File: config.mk
export PLATFORM = sky130hd
export DESIGN_NAME = serial_frame_tx
export DESIGN_NICKNAME = d
export VERILOG_FILES = /design/src/rtl/serial_frame_tx.sv
export SDC_FILE = /design/constraint.sdc
export NUM_CORES = 1
export LEC_CHECK = 0
export CORE_MARGIN = 3
export CORE_UTILIZATION = 45
export CTS_CLUSTER_SIZE = 16
export DETAILED_ROUTE_END_ITERATION = 10
export PLACE_DENSITY_LB_ADDON = 0.12
export SLEW_MARGIN = 0
export SYNTH_ARGS = -nofsm -noshare
export SYNTH_HDL_FRONTEND = slang
export SYNTH_SLANG_ARGS = --single-unit
File: constraint.sdc
create_clock -name clk -period 1.4 [get_ports clk]
set_input_delay 0.42 -clock clk [delete_from_list [all_inputs] [get_ports clk]]
set_output_delay 0.42 -clock clk [all_outputs]
set_load 0.05 [all_outputs]
File: src/rtl/serial_frame_tx.sv
// Bit-serial frame transmitter: start bit, DATA_W data bits LSB-first,
// optional even-parity bit, stop bit. Each bit is held for BIT_TICKS cycles.
module serial_frame_tx #(
  parameter int DATA_W    = 8,
  parameter int PARITY_EN = 1,
  parameter int BIT_TICKS = 1
) (
  input  logic              clk,
  input  logic              rst,
  input  logic [DATA_W-1:0] in_data,
  input  logic              in_valid,
  output logic              in_ready,
  output logic              out,
  output logic              busy,
  output logic              done
);

  localparam int BIT_W  = (DATA_W > 1) ? $clog2(DATA_W) : 1;
  localparam int TICK_W = (BIT_TICKS > 1) ? $clog2(BIT_TICKS) : 1;
  localparam logic [BIT_W-1:0]  BIT_LAST  = BIT_W'(DATA_W - 1);
  localparam logic [TICK_W-1:0] TICK_LAST = TICK_W'(BIT_TICKS - 1);

  typedef enum logic [2:0] {
    S_IDLE   = 3'd0,
    S_START  = 3'd1,
    S_DATA   = 3'd2,
    S_PARITY = 3'd3,
    S_STOP   = 3'd4
  } state_t;

  function automatic logic even_parity(input logic [DATA_W-1:0] d);
    return ^d;
  endfunction

  state_t              r_state, w_state_nxt;
  logic [DATA_W-1:0]   r_shreg, w_shreg_nxt;
  logic                r_par, w_par_nxt;
  logic [BIT_W-1:0]    r_bit_cnt, w_bit_cnt_nxt;
  logic [TICK_W-1:0]   r_tick_cnt, w_tick_cnt_nxt;
  logic                r_out, r_busy, r_done, r_in_ready;
  logic                w_out_nxt, w_done_nxt, w_tick_last;

  assign out      = r_out;
  assign busy     = r_busy;
  assign done     = r_done;
  assign in_ready = r_in_ready;

  // Next-state, datapath and next-output decode.
  always_comb begin
    w_state_nxt    = r_state;
    w_shreg_nxt    = r_shreg;
    w_par_nxt      = r_par;
    w_bit_cnt_nxt  = r_bit_cnt;
    w_tick_cnt_nxt = r_tick_cnt;
    w_done_nxt     = 1'b0;
    w_out_nxt      = 1'b1;
    w_tick_last    = (r_tick_cnt == TICK_LAST);

    if (r_state == S_IDLE) begin
      w_tick_cnt_nxt = '0;
    end else if (w_tick_last) begin
      w_tick_cnt_nxt = '0;
    end else begin
      w_tick_cnt_nxt = r_tick_cnt + 1'b1;
    end

    case (r_state)
      S_IDLE: begin
        if (in_valid) begin
          w_shreg_nxt   = in_data;
          w_par_nxt     = even_parity(in_data);
          w_bit_cnt_nxt = '0;
          w_state_nxt   = S_START;
        end else begin
          w_state_nxt   = S_IDLE;
        end
      end
      S_START: begin
        if (w_tick_last) begin
          w_state_nxt = S_DATA;
        end else begin
          w_state_nxt = S_START;
        end
      end
      S_DATA: begin
        if (w_tick_last) begin
          w_shreg_nxt = r_shreg >> 1;
          if (r_bit_cnt == BIT_LAST) begin
            w_bit_cnt_nxt = '0;
            w_state_nxt   = (PARITY_EN != 0) ? S_PARITY : S_STOP;
          end else begin
            w_bit_cnt_nxt = r_bit_cnt + 1'b1;
          end
        end else begin
          w_state_nxt = S_DATA;
        end
      end
      S_PARITY: begin
        if (w_tick_last) begin
          w_state_nxt = S_STOP;
        end else begin
          w_state_nxt = S_PARITY;
        end
      end
      S_STOP: begin
        if (w_tick_last) begin
          w_state_nxt = S_IDLE;
          w_done_nxt  = 1'b1;
        end else begin
          w_state_nxt = S_STOP;
        end
      end
      default: begin
        w_state_nxt = S_IDLE;
      end
    endcase

    // Line level is derived from the upcoming state so out stays registered.
    case (w_state_nxt)
      S_START:  w_out_nxt = 1'b0;
      S_DATA:   w_out_nxt = w_shreg_nxt[0];
      S_PARITY: w_out_nxt = w_par_nxt;
      default:  w_out_nxt = 1'b1;
    endcase
  end

  // State, datapath and registered outputs.
  always_ff @(posedge clk) begin
    if (rst) begin
      r_state    <= S_IDLE;
      r_shreg    <= '0;
      r_par      <= 1'b0;
      r_bit_cnt  <= '0;
      r_tick_cnt <= '0;
      r_out      <= 1'b1;
      r_busy     <= 1'b0;
      r_done     <= 1'b0;
      r_in_ready <= 1'b1;
    end else begin
      r_state    <= w_state_nxt;
      r_shreg    <= w_shreg_nxt;
      r_par      <= w_par_nxt;
      r_bit_cnt  <= w_bit_cnt_nxt;
      r_tick_cnt <= w_tick_cnt_nxt;
      r_out      <= w_out_nxt;
      r_busy     <= (w_state_nxt != S_IDLE);
      r_done     <= w_done_nxt;
      r_in_ready <= (w_state_nxt == S_IDLE);
    end
  end

endmodule

======== After elaboration in Yosys (flattened, before gate mapping) ========
Index checks and enable logic that the tools add are counted.
word-level totals
  register bits after elaboration ......... 20
  bits in latches ......................... 0
  bits in writable memories ............... 0
  ROM bits ................................ 0
  input port bits ......................... 11
  output and inout port bits .............. 4
  logic and storage cells ................. 50
  memories kept ........................... 0
operators by class
  add/subtract/negate cells ............... 2
  $mul .................................... 0
  divide/modulo/power cells ............... 0
  magnitude comparators ................... 0
  equality and inequality tests ........... 10
  shift-type cells ........................ 0
  mux-type cells .......................... 18
  bitwise logic cells ..................... 2
  reduce and logical (&&, ||, !) cells .... 8
operator list
  cell                 number
  $mux 3               7
  $mux 8               2
  $pmux 8 s2           1
  $pmux 3 s5           1
  $eq 3x2->1 const B   4
  $reduce_xor 8->1     1
  $eq 3x1->1 const B   2
  $eq 3x3->1 const B   2
  $logic_not 3->1      2
  $pmux 3 s2           1
  $mux 1               4
  $ne 2x2->1 const B   2
  $add 3x1->3 const B  1
  $pmux 1 s3           1
  $reduce_and 3->1     1
  $reduce_bool 3->1    1
  $reduce_or 3->1      1
  $mux 2               1
  $not 1->1            2
  $reduce_bool 2->1    1
  $reduce_or 2->1      1
  $add 1x1->1 const B  1

======== Depth between registers and ports, before layout ========
Gate-level depths: netlist of the first run.
  depth after elaboration ................. 6
  mapped depth ............................ 7
  mapped depth without buffers ............ 7

======== Least setup slack after synthesis of the first run ========
OpenSTA, ideal clock, no wires.
  path type ............................... flip-flop to flip-flop
  start ................................... register r_bit_cnt[0]
  end ..................................... register r_out (netlist: out)
  setup time .............................. 0.114 ns
  arrival ................................. 1.385 ns
  required time ........................... 1.286 ns
  slack ................................... -0.099 ns
  cell stages (with the launch flop) ...... 8
  buffers on the path ..................... 0
  clock period less this slack ............ 1.499 ns
  cell sequence ........................... dfxtp_1 > ha_1 > ha_1 > nand2_1 > o22ai_1 > o21ai_0 > nand3_1 > a21o_1
between the ends
  word-level cells in the longest chain between the ends .. 6
  elaborated cells between the ends (all ways) .. 8
  those cells by class .................... eq/ne (4); mux (4)
ends and longest elaborated chain
  element                                          line  RTL
  from (decl)                                      38    logic [BIT_W-1:0] r_bit_cnt, w_bit_cnt_nxt;
  from (signal assigned)                           143   r_bit_cnt <= w_bit_cnt_nxt;
  $eq 3x3->1 *                                     88    if (r_bit_cnt == BIT_LAST) begin
  $mux 3 *                                         88
  $mux 3 *                                         86    if (w_tick_last) begin
  $pmux 3 s5 *                                     67    case (r_state)
  $eq 3x2->1 / $eq 3x1->1 (equally long branches)  119   case (w_state_nxt)
  $pmux 1 s3 *                                     119
  to (signal assigned)                             145   r_out <= w_out_nxt;
  to (decl)                                        40    logic r_out, r_busy, r_done, r_in_ready;
Mark *: on every way between the ends. The rest lies on a longest branch, timed or not.
A chain may end at the register's enable or synchronous reset.

======== Worst setup path after layout of the first run ========
  start ................................... register r_state[0]
  end ..................................... register r_out (netlist: out)
between the ends
  word-level cells in the longest chain between the ends .. 5
  elaborated cells between the ends (all ways) .. 14
  those cells by class .................... eq/ne (7); mux (6); reduce/logical (1)
ends and longest elaborated chain
  element                                          line  RTL
  from (decl)                                      35    state_t r_state, w_state_nxt;
  from (signal assigned)                           140   r_state <= w_state_nxt;
  $mux 3                                           88
  $mux 3                                           86
  $pmux 3 s5                                       67
  $eq 3x2->1 / $eq 3x1->1 (equally long branches)  119
  $pmux 1 s3 *                                     119
Marks and branches as above.

==> flow_results.xml, run 1 <==
<?xml version="1.0" encoding="UTF-8"?>
<metrics>
  <group name="clocking">
    <metric name="clock_path_buffers" unit="">2</metric>
    <metric name="ctsRootBufferMaster" unit="">clkbuf_4</metric>
    <metric name="tritoncts_clock_tree" unit="">yes</metric>
    <metric name="numClockSinks" unit="">20</metric>
    <metric name="clock_latency_on_the_worst_skew_pair" unit="ns">0.29</metric>
    <metric name="cts_made_buffers" unit="">3</metric>
    <metric name="clock_tree.htree_level_count" unit="">1</metric>
    <metric name="reg_clk_slew_reported_paths" unit="ns">0.10</metric>
  </group>
  <group name="worst_setup_path">
    <metric name="setup.worst_path.start_class" unit="">flip-flop</metric>
    <metric name="r2r_slack" unit="ns">-0.01</metric>
    <metric name="worstRegToRegCells" unit="">6</metric>
    <metric name="worst-endpoint-arrival" unit="ns">1.61</metric>
    <metric name="required_worst_endpoint" unit="ns">1.59</metric>
    <metric name="timing.rr.start" unit="">r_state[0]</metric>
    <metric name="critPathMaxFanout" unit="">5</metric>
    <metric name="critPathCaptureType" unit="">flip-flop</metric>
    <metric name="worst-setup-path-type" unit="">reg -&gt; reg</metric>
    <metric name="critical_path.reg2reg.endpoint" unit="">out</metric>
  </group>
  <group name="logic_synthesis">
    <metric name="synthDominantAreaCellType" unit="">dfxtp_1</metric>
    <metric name="async_flop_share" unit="">0</metric>
    <metric name="synth-seq-area-share" unit="">0.451</metric>
    <metric name="synth_common_cells" unit="">dfxtp_1 (20), nor2_1 (13), a22oi_1 (10)</metric>
    <metric name="synth.area.top_cells" unit="">dfxtp_1 (45%), a22oi_1 (8.5%), xnor2_1 (7.9%), nor2_1 (5.5%), a21oi_1 (3.4%)</metric>
    <metric name="synth_edf_count" unit="">0</metric>
    <metric name="netlist.area_leader.share" unit="">0.451</metric>
    <metric name="syn-cell-area" unit="um^2">887</metric>
    <metric name="postSynthNetCount" unit="">105</metric>
    <metric name="netlist_instances" unit="">92</metric>
    <metric name="synth-warning-count" unit="">0</metric>
    <metric name="synth-main-ff-cell" unit="">dfxtp_1</metric>
    <metric name="ys_ff_latch" unit="">20</metric>
    <metric name="cell_variety_after_synth" unit="">30</metric>
    <metric name="avgSynthCellArea" unit="um^2">9.64</metric>
    <metric name="synth_most_common_cell" unit="">dfxtp_1</metric>
  </group>
  <group name="final_layout">
    <metric name="nets_finish" unit="">140</metric>
    <metric name="finalInstanceArea" unit="um^2">1340</metric>
    <metric name="fill_cells" unit="">138</metric>
    <metric name="area.growth.synth_to_final" unit="%">51.3</metric>
    <metric name="final_layout_size_suffix_gt1_frac" unit="">0.384</metric>
    <metric name="antennaDiodeCount" unit="">0</metric>
  </group>
  <group name="floorplanning">
    <metric name="floorplan.core_area" unit="um^2">1800</metric>
    <metric name="initial_core_util" unit="">0.492</metric>
    <metric name="fp.dieArea" unit="um^2">2540</metric>
    <metric name="rows" unit="">15</metric>
    <metric name="die_w" unit="um">50.4</metric>
    <metric name="dieHeight" unit="um">50.4</metric>
    <metric name="top_level_ports" unit="">15</metric>
  </group>
  <group name="placement">
    <metric name="port_buffer_count" unit="">14</metric>
    <metric name="dp.final_hpwl" unit="um">1400</metric>
    <metric name="dpl_cell_area" unit="um^2">1210</metric>
    <metric name="finalWeightedCongestion" unit="">0.766</metric>
    <metric name="dpl_worst_slack" unit="ns">-0.528</metric>
  </group>
  <group name="power_and_ir_drop">
    <metric name="max-vdd-ir-drop" unit="mV">0.694</metric>
    <metric name="power_per_cell_area" unit="nW/um^2">977</metric>
    <metric name="leakage_power" unit="uW">0.000528</metric>
    <metric name="total_power" unit="uW">1310</metric>
  </group>
  <group name="sta">
    <metric name="timing.final.setup_violations" unit="">1</metric>
    <metric name="fin_crit" unit="ns">1.41</metric>
    <metric name="clock_skew" unit="ns">0.00460</metric>
    <metric name="tns" unit="ns">-0.0112</metric>
    <metric name="finalCritPeriodShare" unit="">1.01</metric>
    <metric name="slew_violations" unit="">0</metric>
    <metric name="timing.final.hold_violations" unit="">0</metric>
    <metric name="max_clock_freq" unit="GHz">0.709</metric>
    <metric name="grt_setup_unrepaired" unit="">true</metric>
    <metric name="timing.final.ws_setup" unit="ns">-0.0112</metric>
  </group>
  <group name="run_status">
    <metric name="failed_checks" unit="">setup timing</metric>
    <metric name="result_of_the_run" unit="">complete, but fails checks</metric>
  </group>
  <group name="routing">
    <metric name="detail_route.vias_per_cell" unit="">5.19</metric>
    <metric name="dr_total_vias" unit="">778</metric>
    <metric name="remaining_drc_errors" unit="">0</metric>
    <metric name="drt-wirelength-per-cell" unit="um">13.5</metric>
    <metric name="drt_iter0_markers" unit="">29</metric>
    <metric name="dr.pass1.iters" unit="">4</metric>
    <metric name="routed_wirelength" unit="um">2020</metric>
    <metric name="drtAntennaViolNets" unit="">0</metric>
  </group>
  <group name="min_path">
    <metric name="min_path_cells" unit="">2</metric>
    <metric name="hold_path_startpoint" unit="">r_shreg[5]</metric>
    <metric name="hold_path_end" unit="">r_shreg[5]</metric>
    <metric name="timing.hold.worst.class" unit="">reg -&gt; reg</metric>
  </group>
  <group name="job">
    <metric name="cap_viol_max_count" unit="">0</metric>
  </group>
  <group name="global_routing">
    <metric name="grt_usage" unit="">0.183</metric>
    <metric name="largest_net_degree_at_the_start_of_global_routing" unit="">18</metric>
    <metric name="grt_pass1_wl" unit="um">3440</metric>
    <metric name="grt_remaining_overflow" unit="">0</metric>
    <metric name="number_of_global_route_vias_before_repair" unit="">741</metric>
    <metric name="antenna_found_initial" unit="">0</metric>
  </group>
</metrics>
-- worst max-delay path: stages (launching register included) --
cell,delay (ns)
dfxtp_4,0.39
nor4b_4,0.28
buf_4,0.19
nor2_4,0.05
a21oi_2,0.14
nand3_1,0.08
a21o_1,0.18
-- metrics by stage --
| step | hold slack, ns | cells | util |
|---|---|---|---|
| floorplan | 0.437 | 92 | - |
| global placement | 0.445 | 144 | 0.671 |
| detailed placement | 0.451 | 144 | 0.671 |
| CTS | 0.467 | 150 | 0.722 |
| global route | 0.490 | 150 | 0.745 |
| finish | 0.466 | 150 | 0.745 |
-- layer usage --
| layer | up-vias | track usage | wire (um) |
|---|---|---|---|
| met2 | 28 | 0.320 | 1020 |
| met3 | 8 | 0.0326 | 106 |
| li1 | 386 | - | - |
| met4 | 0 | 0.0807 | 62 |
| met5 | - | 0 | 0 |
| met1 | 356 | 0.218 | 831 |
-- sequential cells by signal, summed over array words and instances, names as in the netlist --
register / flops
r_par: 1
r_shreg: 8
busy: 1
done: 1
out: 1
r_state: 3
r_bit_cnt: 3
r_tick_cnt: 1
in_ready: 1
-- power breakdown --
group / internal, uW / switching [uW]
combinational: 217 / 188
sequential: 611 / 34.7
clock: 100 / 160
total: 929 / 383
-- kinds of logic (layout without fill, tap and decap cells) --
| kind of cell | count (synthesis) | in the layout | synth area share |
|---|---|---|---|
| flip-flops | 20 | 20 | 0.451 |
| other | 1 | 1 | 0.00423 |
| adder cells (fa/ha/maj) | 2 | 2 | 0.0282 |
| AO/OA/AOI/OAI | 25 | 25 | 0.200 |
| buffers and inverters | 7 | 40 | 0.0508 |
| XOR/XNOR | 8 | 8 | 0.0790 |
| AND/OR/NAND/NOR | 29 | 29 | 0.186 |
-- layout make-up --
type	instances	area [um^2]	share of cell area
multi-input combinational	65	517	0.385
sequential	20	412	0.307
timing repair buffer	35	353	0.263
tap	25	31.3	0.0233
clock buffer	3	22.5	0.0168
inverter	2	7.51	0.00559
-- how the worst max path moves through the flow --
stage	cells past startpoint	endpoint	slack (ns)	start
after floorplan	7	out	0.005	r_bit_cnt[0]
after global placement	7	out	-0.41	in_valid
after detailed placement	7	out	-0.53	in_valid
after CTS	6	out	-0.01	r_state[2]
after global routing	6	out	-0.09	r_state[2]
final	6	out	-0.01	r_state[0]
-- cells in the final DEF, fill, tap and decap left out, drive strengths merged, types with 2 or more instances in the layout --
cell and instances:
a21oi 7, a22oi 10, buf 25, clkbuf 3
clkdlybuf4s50 9, dfxtp 20, ha 2, inv 2
nand2 8, nor2 14, nor2b 2, nor4b 2
xnor2 8
-- what timing repair did --
action | in CTS | in global routing
resized for setup | 15 | 6
pin swaps | 7 | 5
hold buffers | 0 | 0
endpoints found under the setup margin | 14 | 8
buffers inserted | 3 | 0
Power figures use the tool's default switching activity.
==> run 2, diff against run 1 <==
- CAP_MARGIN: not set -> 20
- CORE_UTILIZATION: 45 -> 50
- clock period: 1.4 -> 1.3 ns (I/O delays scaled with it)
==> run 2 against run 1 <==
Effect of this change:
- the flow still finishes with violations (setup timing)
- power rose by 28%
- count of clock-buffer cells in the layout did not move
- critical endpoint unchanged
- worst setup slack got worse by 0.14 ns
- wire length rose by 27%
- critical path type unchanged
- sequential share of layout area fell by 1.5 points
==> flow_results.xml, run 2 (synthesized netlist as in run 1, its figures left out) <==
<?xml version="1.0" encoding="UTF-8"?>
<metrics>
  <group name="floorplanning">
    <metric name="die_w" unit="um">48.1</metric>
    <metric name="floorplan.core_area" unit="um^2">1590</metric>
    <metric name="rows" unit="">14</metric>
    <metric name="top_level_ports" unit="">15</metric>
    <metric name="fp.dieArea" unit="um^2">2320</metric>
    <metric name="initial_core_util" unit="">0.557</metric>
    <metric name="dieHeight" unit="um">48.1</metric>
  </group>
  <group name="routing">
    <metric name="drtAntennaViolNets" unit="">0</metric>
    <metric name="dr.pass1.iters" unit="">5</metric>
    <metric name="routed_wirelength" unit="um">2560</metric>
    <metric name="drt-wirelength-per-cell" unit="um">16.8</metric>
    <metric name="dr_total_vias" unit="">872</metric>
    <metric name="drt_iter0_markers" unit="">33</metric>
    <metric name="detail_route.vias_per_cell" unit="">5.74</metric>
    <metric name="remaining_drc_errors" unit="">0</metric>
  </group>
  <group name="placement">
    <metric name="dp.final_hpwl" unit="um">1510</metric>
    <metric name="port_buffer_count" unit="">14</metric>
    <metric name="finalWeightedCongestion" unit="">0.774</metric>
    <metric name="dpl_cell_area" unit="um^2">1210</metric>
  </group>
  <group name="sta">
    <metric name="max_clock_freq" unit="GHz">0.690</metric>
    <metric name="timing.final.ws_setup" unit="ns">-0.150</metric>
    <metric name="slew_violations" unit="">0</metric>
    <metric name="timing.final.hold_violations" unit="">0</metric>
    <metric name="fin_crit" unit="ns">1.45</metric>
    <metric name="clock_skew" unit="ns">0.0138</metric>
    <metric name="tns" unit="ns">-0.510</metric>
    <metric name="finalCritPeriodShare" unit="">1.12</metric>
    <metric name="grt_setup_unrepaired" unit="">true</metric>
    <metric name="timing.final.setup_violations" unit="">8</metric>
  </group>
  <group name="worst_setup_path">
    <metric name="worst-endpoint-arrival" unit="ns">1.65</metric>
    <metric name="r2r_slack" unit="ns">-0.15</metric>
    <metric name="setup.worst_path.start_class" unit="">flip-flop</metric>
    <metric name="critical_path.reg2reg.endpoint" unit="">out</metric>
    <metric name="critPathMaxFanout" unit="">4</metric>
    <metric name="critPathCaptureType" unit="">flip-flop</metric>
    <metric name="required_worst_endpoint" unit="ns">1.50</metric>
    <metric name="worst-setup-path-type" unit="">reg -&gt; reg</metric>
    <metric name="worstRegToRegCells" unit="">7</metric>
    <metric name="timing.rr.start" unit="">r_bit_cnt[1]</metric>
  </group>
  <group name="power_and_ir_drop">
    <metric name="max-vdd-ir-drop" unit="mV">1.19</metric>
    <metric name="power_per_cell_area" unit="nW/um^2">1190</metric>
    <metric name="leakage_power" unit="uW">0.000569</metric>
  </group>
  <group name="clocking">
    <metric name="ctsRootBufferMaster" unit="">clkbuf_4</metric>
    <metric name="cts_made_buffers" unit="">3</metric>
    <metric name="clock_path_buffers" unit="">2</metric>
    <metric name="tritoncts_clock_tree" unit="">yes</metric>
    <metric name="post_cts_hold_fix_bufs" unit="">0</metric>
    <metric name="reg_clk_slew_reported_paths" unit="ns">0.12</metric>
    <metric name="numClockSinks" unit="">20</metric>
    <metric name="clock_tree.htree_level_count" unit="">1</metric>
    <metric name="clock_latency_on_the_worst_skew_pair" unit="ns">0.31</metric>
  </group>
  <group name="final_layout">
    <metric name="area.sequential" unit="um^2">413</metric>
    <metric name="antennaDiodeCount" unit="">0</metric>
    <metric name="max_ffs_per_register" unit="">8</metric>
    <metric name="fill_cells" unit="">77</metric>
    <metric name="area.growth.synth_to_final" unit="%">59.5</metric>
    <metric name="largest_registers_in_the_final_layout" unit="">r_shreg x8, r_bit_cnt x3, r_state x3</metric>
    <metric name="layout.cells.most_common_list" unit="">buf_4 (18), dfxtp_1 (14), nor2_1 (12)</metric>
    <metric name="finalInstanceArea" unit="um^2">1420</metric>
    <metric name="final_layout_size_suffix_gt1_frac" unit="">0.453</metric>
    <metric name="final_util" unit="">0.888</metric>
    <metric name="multiInputGateArea" unit="um^2">538</metric>
    <metric name="layout.cells.most_common" unit="">buf_4</metric>
    <metric name="registers.top_by_ff_count" unit="">r_shreg</metric>
    <metric name="nets_finish" unit="">142</metric>
  </group>
  <group name="run_status">
    <metric name="result_of_the_run" unit="">complete, but fails checks</metric>
    <metric name="failed_checks" unit="">setup timing</metric>
  </group>
  <group name="global_routing">
    <metric name="antenna_found_initial" unit="">0</metric>
    <metric name="number_of_global_route_vias_before_repair" unit="">789</metric>
    <metric name="grt_pass1_wl" unit="um">3370</metric>
    <metric name="grt_use_met1" unit="">0.229</metric>
    <metric name="grt_usage" unit="">0.220</metric>
    <metric name="largest_net_degree_at_the_start_of_global_routing" unit="">13</metric>
    <metric name="global_routing_met3_resource_utilization" unit="">0.0517</metric>
    <metric name="grt_remaining_overflow" unit="">0</metric>
    <metric name="global_route.usage.met2" unit="">0.404</metric>
    <metric name="busiest_layer" unit="">met2</metric>
  </group>
  <group name="min_path">
    <metric name="hold_path_startpoint" unit="">r_shreg[1]</metric>
    <metric name="min_path_cells" unit="">2</metric>
    <metric name="timing.hold.worst.class" unit="">reg -&gt; reg</metric>
    <metric name="hold_path_end" unit="">r_shreg[1]</metric>
  </group>
  <group name="job">
    <metric name="cap_viol_max_count" unit="">0</metric>
  </group>
</metrics>
run 2: changes by cell type in the layout (fill, tap and decap cells not counted), moves of 3 or more:
cell	previous run	this run
buf_6	1	4
clkdlybuf4s50_1	9	5
dlygate4sd2_1	1	5
a22oi_1	10	6
a22oi_2	0	4
run 2: how the worst max path moves through the flow:
stage	start	end	slack, ns	cells after the start
3_3_place_gp	in_valid	out	-0.44	6
5_1_grt	r_bit_cnt[0]	out	-0.22	7
4_1_cts	r_state[0]	out	-0.09	6
3_5_place_dp	in_valid	out	-0.51	6
2_1_floorplan	r_state[1]	out	-0.02	6
6_report	r_bit_cnt[1]	out	-0.15	7
run 2: worst max-delay path, cell delays in order (launching register included):
cell,delay (ns)
dfxtp_2,0.36
ha_4,0.16
ha_4,0.15
nand2_2,0.06
o22ai_2,0.06
o21ai_2,0.24
nand3_1,0.14
a21o_1,0.17
run 2: timing repair:
item,4_1_cts,5_1_grt
hold endpoints to repair,0,0
pin swaps,14,9
gates resized for setup,16,7
buffers inserted,6,3
setup endpoints to repair,15,17
run 2: area by class of cell:
cell class	count	area share
inverter	2	0.00531
clock buffer	3	0.0159
multi-input combinational	65	0.380
sequential	20	0.292
clock inverter	1	0.0212
timing repair buffer	37	0.264
tap	24	0.0212
run 2: metal layers:
layer	share of wire	vias to the layer above	routed length, um
li1	-	393	-
met1	0.36	418	918
met2	0.53	45	1360
met3	0.060	16	153
met4	0.050	0	129
met5	0	-	0
run 2: power breakdown:
group | internal [uW] | switching, uW
clock network | 312 | 199
logic | 249 | 223
registers | 659 | 40.4
total | 1220 | 463
run 2: stage by stage:
step	std cells	setup WS (ns)	power [uW]	hold WS (ns)
5_1_grt	152	-0.225	1740	0.507
3_3_place_gp	139	-0.439	1080	0.446
3_5_place_dp	139	-0.513	1090	0.455
4_1_cts	149	-0.0944	1640	0.468
2_1_floorplan	92	-0.0241	932	0.437
6_report	152	-0.150	1680	0.487
==> run 3, diff against run 2 <==
- SKIP_CTS_REPAIR_TIMING: not set -> 1
==> run 3 against run 2 <==
Effect of this change:
- the run still ends with setup timing left
- first-iteration DRC count fell by 27%
- combinational power fell by 8.7%
- register-to-register slack barely moved
- fmax rose by 0.75%
- highest routed layer unchanged
- die area did not move
==> flow_results.xml, run 3 (synthesized netlist as in run 1, its figures left out) <==
<?xml version="1.0" encoding="UTF-8"?>
<metrics>
  <group name="run_status">
    <metric name="result_of_the_run" unit="">complete, but fails checks</metric>
    <metric name="failed_checks" unit="">setup timing</metric>
  </group>
  <group name="final_layout">
    <metric name="area.growth.synth_to_final" unit="%">53.7</metric>
    <metric name="max_ffs_per_register" unit="">8</metric>
    <metric name="stdcell_count" unit="">148</metric>
    <metric name="layout.cells.most_common" unit="">buf_4</metric>
    <metric name="antennaDiodeCount" unit="">0</metric>
    <metric name="nets_finish" unit="">138</metric>
    <metric name="layout.cells.most_common_list" unit="">buf_4 (18), dfxtp_1 (14), nor2_1 (12)</metric>
    <metric name="largest_registers_in_the_final_layout" unit="">r_shreg x8, r_bit_cnt x3, r_state x3</metric>
    <metric name="final_layout_size_suffix_gt1_frac" unit="">0.403</metric>
    <metric name="registers.top_by_ff_count" unit="">r_shreg</metric>
  </group>
  <group name="power_and_ir_drop">
    <metric name="power_per_cell_area" unit="nW/um^2">1220</metric>
    <metric name="comb_power_share" unit="">0.260</metric>
    <metric name="max-vdd-ir-drop" unit="mV">1.16</metric>
    <metric name="power.switching" unit="uW">467</metric>
    <metric name="leakage_power" unit="uW">0.000563</metric>
    <metric name="seqPwrFrac" unit="">0.421</metric>
    <metric name="internal_power" unit="uW">1190</metric>
    <metric name="total_power" unit="uW">1660</metric>
    <metric name="power.switching_fraction" unit="">0.282</metric>
    <metric name="power_frac_clock" unit="">0.319</metric>
  </group>
  <group name="worst_setup_path">
    <metric name="worstPathCellList" unit="">nor4b_4, buf_4, nor2_4, a21oi_2, nand3_1, a21o_1</metric>
    <metric name="required_worst_endpoint" unit="ns">1.53</metric>
    <metric name="critPathSlowestCell" unit="">dfxtp_2</metric>
    <metric name="critPathCaptureType" unit="">flip-flop</metric>
    <metric name="critPathMaxFanout" unit="">5</metric>
    <metric name="worst_path_dominant_cell_family" unit="">simple AND/OR/NAND/NOR gates</metric>
    <metric name="critPathMaxStageDelay" unit="ns">0.39</metric>
    <metric name="worst-endpoint-arrival" unit="ns">1.67</metric>
    <metric name="path_buf_inv" unit="">1</metric>
    <metric name="setup.worst_path.start_class" unit="">flip-flop</metric>
    <metric name="worst-setup-path-type" unit="">reg -&gt; reg</metric>
  </group>
  <group name="floorplanning">
    <metric name="fp.dieArea" unit="um^2">2320</metric>
    <metric name="floorplan.core_area" unit="um^2">1590</metric>
    <metric name="dieHeight" unit="um">48.1</metric>
    <metric name="die_w" unit="um">48.1</metric>
    <metric name="top_level_ports" unit="">15</metric>
    <metric name="rows" unit="">14</metric>
    <metric name="initial_core_util" unit="">0.557</metric>
  </group>
  <group name="routing">
    <metric name="drt-wirelength-per-cell" unit="um">16.8</metric>
    <metric name="drtAntennaViolNets" unit="">0</metric>
    <metric name="routed_wirelength" unit="um">2480</metric>
    <metric name="remaining_drc_errors" unit="">0</metric>
    <metric name="dr_total_vias" unit="">833</metric>
    <metric name="dr.pass1.iters" unit="">4</metric>
    <metric name="drt_iter0_markers" unit="">24</metric>
    <metric name="detail_route.vias_per_cell" unit="">5.63</metric>
  </group>
  <group name="placement">
    <metric name="finalWeightedCongestion" unit="">0.774</metric>
    <metric name="dp.cells" unit="">139</metric>
    <metric name="dp.final_hpwl" unit="um">1510</metric>
    <metric name="port_buffer_count" unit="">14</metric>
    <metric name="dpl_worst_slack" unit="ns">-0.513</metric>
  </group>
  <group name="clocking">
    <metric name="clock_latency_on_the_worst_skew_pair" unit="ns">0.32</metric>
    <metric name="ctsRootBufferMaster" unit="">clkbuf_4</metric>
    <metric name="reg_clk_slew_reported_paths" unit="ns">0.12</metric>
    <metric name="tritoncts_clock_tree" unit="">yes</metric>
    <metric name="cts_made_buffers" unit="">3</metric>
    <metric name="clock_path_buffers" unit="">2</metric>
    <metric name="clock_tree.htree_level_count" unit="">1</metric>
    <metric name="numClockSinks" unit="">20</metric>
  </group>
  <group name="job">
    <metric name="cap_viol_max_count" unit="">0</metric>
  </group>
  <group name="sta">
    <metric name="clock_skew" unit="ns">0.00195</metric>
    <metric name="timing.final.ws_setup" unit="ns">-0.139</metric>
    <metric name="finalCritPeriodShare" unit="">1.11</metric>
    <metric name="timing.final.hold_violations" unit="">0</metric>
    <metric name="max_clock_freq" unit="GHz">0.695</metric>
    <metric name="fin_crit" unit="ns">1.44</metric>
    <metric name="worst_hold_slack" unit="ns">0.473</metric>
    <metric name="grt_setup_unrepaired" unit="">true</metric>
    <metric name="timing.final.setup_violations" unit="">16</metric>
    <metric name="slew_violations" unit="">0</metric>
  </group>
  <group name="min_path">
    <metric name="timing.hold.worst.class" unit="">reg -&gt; reg</metric>
  </group>
  <group name="global_routing">
    <metric name="grt_usage" unit="">0.197</metric>
    <metric name="largest_net_degree_at_the_start_of_global_routing" unit="">13</metric>
    <metric name="grt_remaining_overflow" unit="">0</metric>
    <metric name="number_of_global_route_vias_before_repair" unit="">735</metric>
    <metric name="grt_pass1_wl" unit="um">3010</metric>
    <metric name="antenna_found_initial" unit="">0</metric>
  </group>
</metrics>
==> run 3: area by class of cell <==
type | instances | area, um^2
Clock buffer | 3 | 22.5
Sequential cell | 20 | 410
Tap cell | 24 | 30.0
Multi-Input combinational cell | 65 | 518
Inverter | 2 | 7.51
Fill cell | 84 | 230
Timing Repair Buffer | 33 | 345
Clock inverter | 1 | 30.0
==> run 3: worst paths after layout <==
kind,start,endpoint,slack [ns],depth (start not counted)
worst max-delay path,r_state[0],out,-0.14,6
worst min-delay path,r_shreg[3],r_shreg[3],0.47,2
worst max register to register,r_state[0],out,-0.14,6
worst min register to register,r_shreg[3],r_shreg[3],0.47,2
==> run 3: tightest hold or removal path: stages (launching register included) <==
cell and delay (ns):
dfxtp_1 0.34, nand2_1 0.05, a21oi_1 0.05
==> run 3: metal layers <==
metal  vias up  GRT usage  wire length [um]
li1        383          -                 -
met1       399      0.200               933
met2        39      0.356              1320
met3        12     0.0517               129
met4         0      0.118                98
met5         -          0                 0
==> run 3: per-stage QoR <==
stage          area, um^2  setup TNS, ns   util
3_3_place_gp         1210          -5.34  0.761
4_1_cts              1270          -1.37  0.794
6_report             1360         -0.883  0.856
5_1_grt              1360          -1.81  0.856
2_1_floorplan         923        -0.0241      -
3_5_place_dp         1210          -6.10  0.761
==> run 3: power by group through the flow <==
| stage | registers (uW) | logic (uW) | clock network [uW] |
|---|---|---|---|
| floorplan | 746 | 186 | 0 |
| global placement | 709 | 374 | 0 |
| CTS | 696 | 389 | 515 |
| finish | 699 | 431 | 529 |
| detailed placement | 710 | 384 | 0 |
| global route | 703 | 459 | 546 |
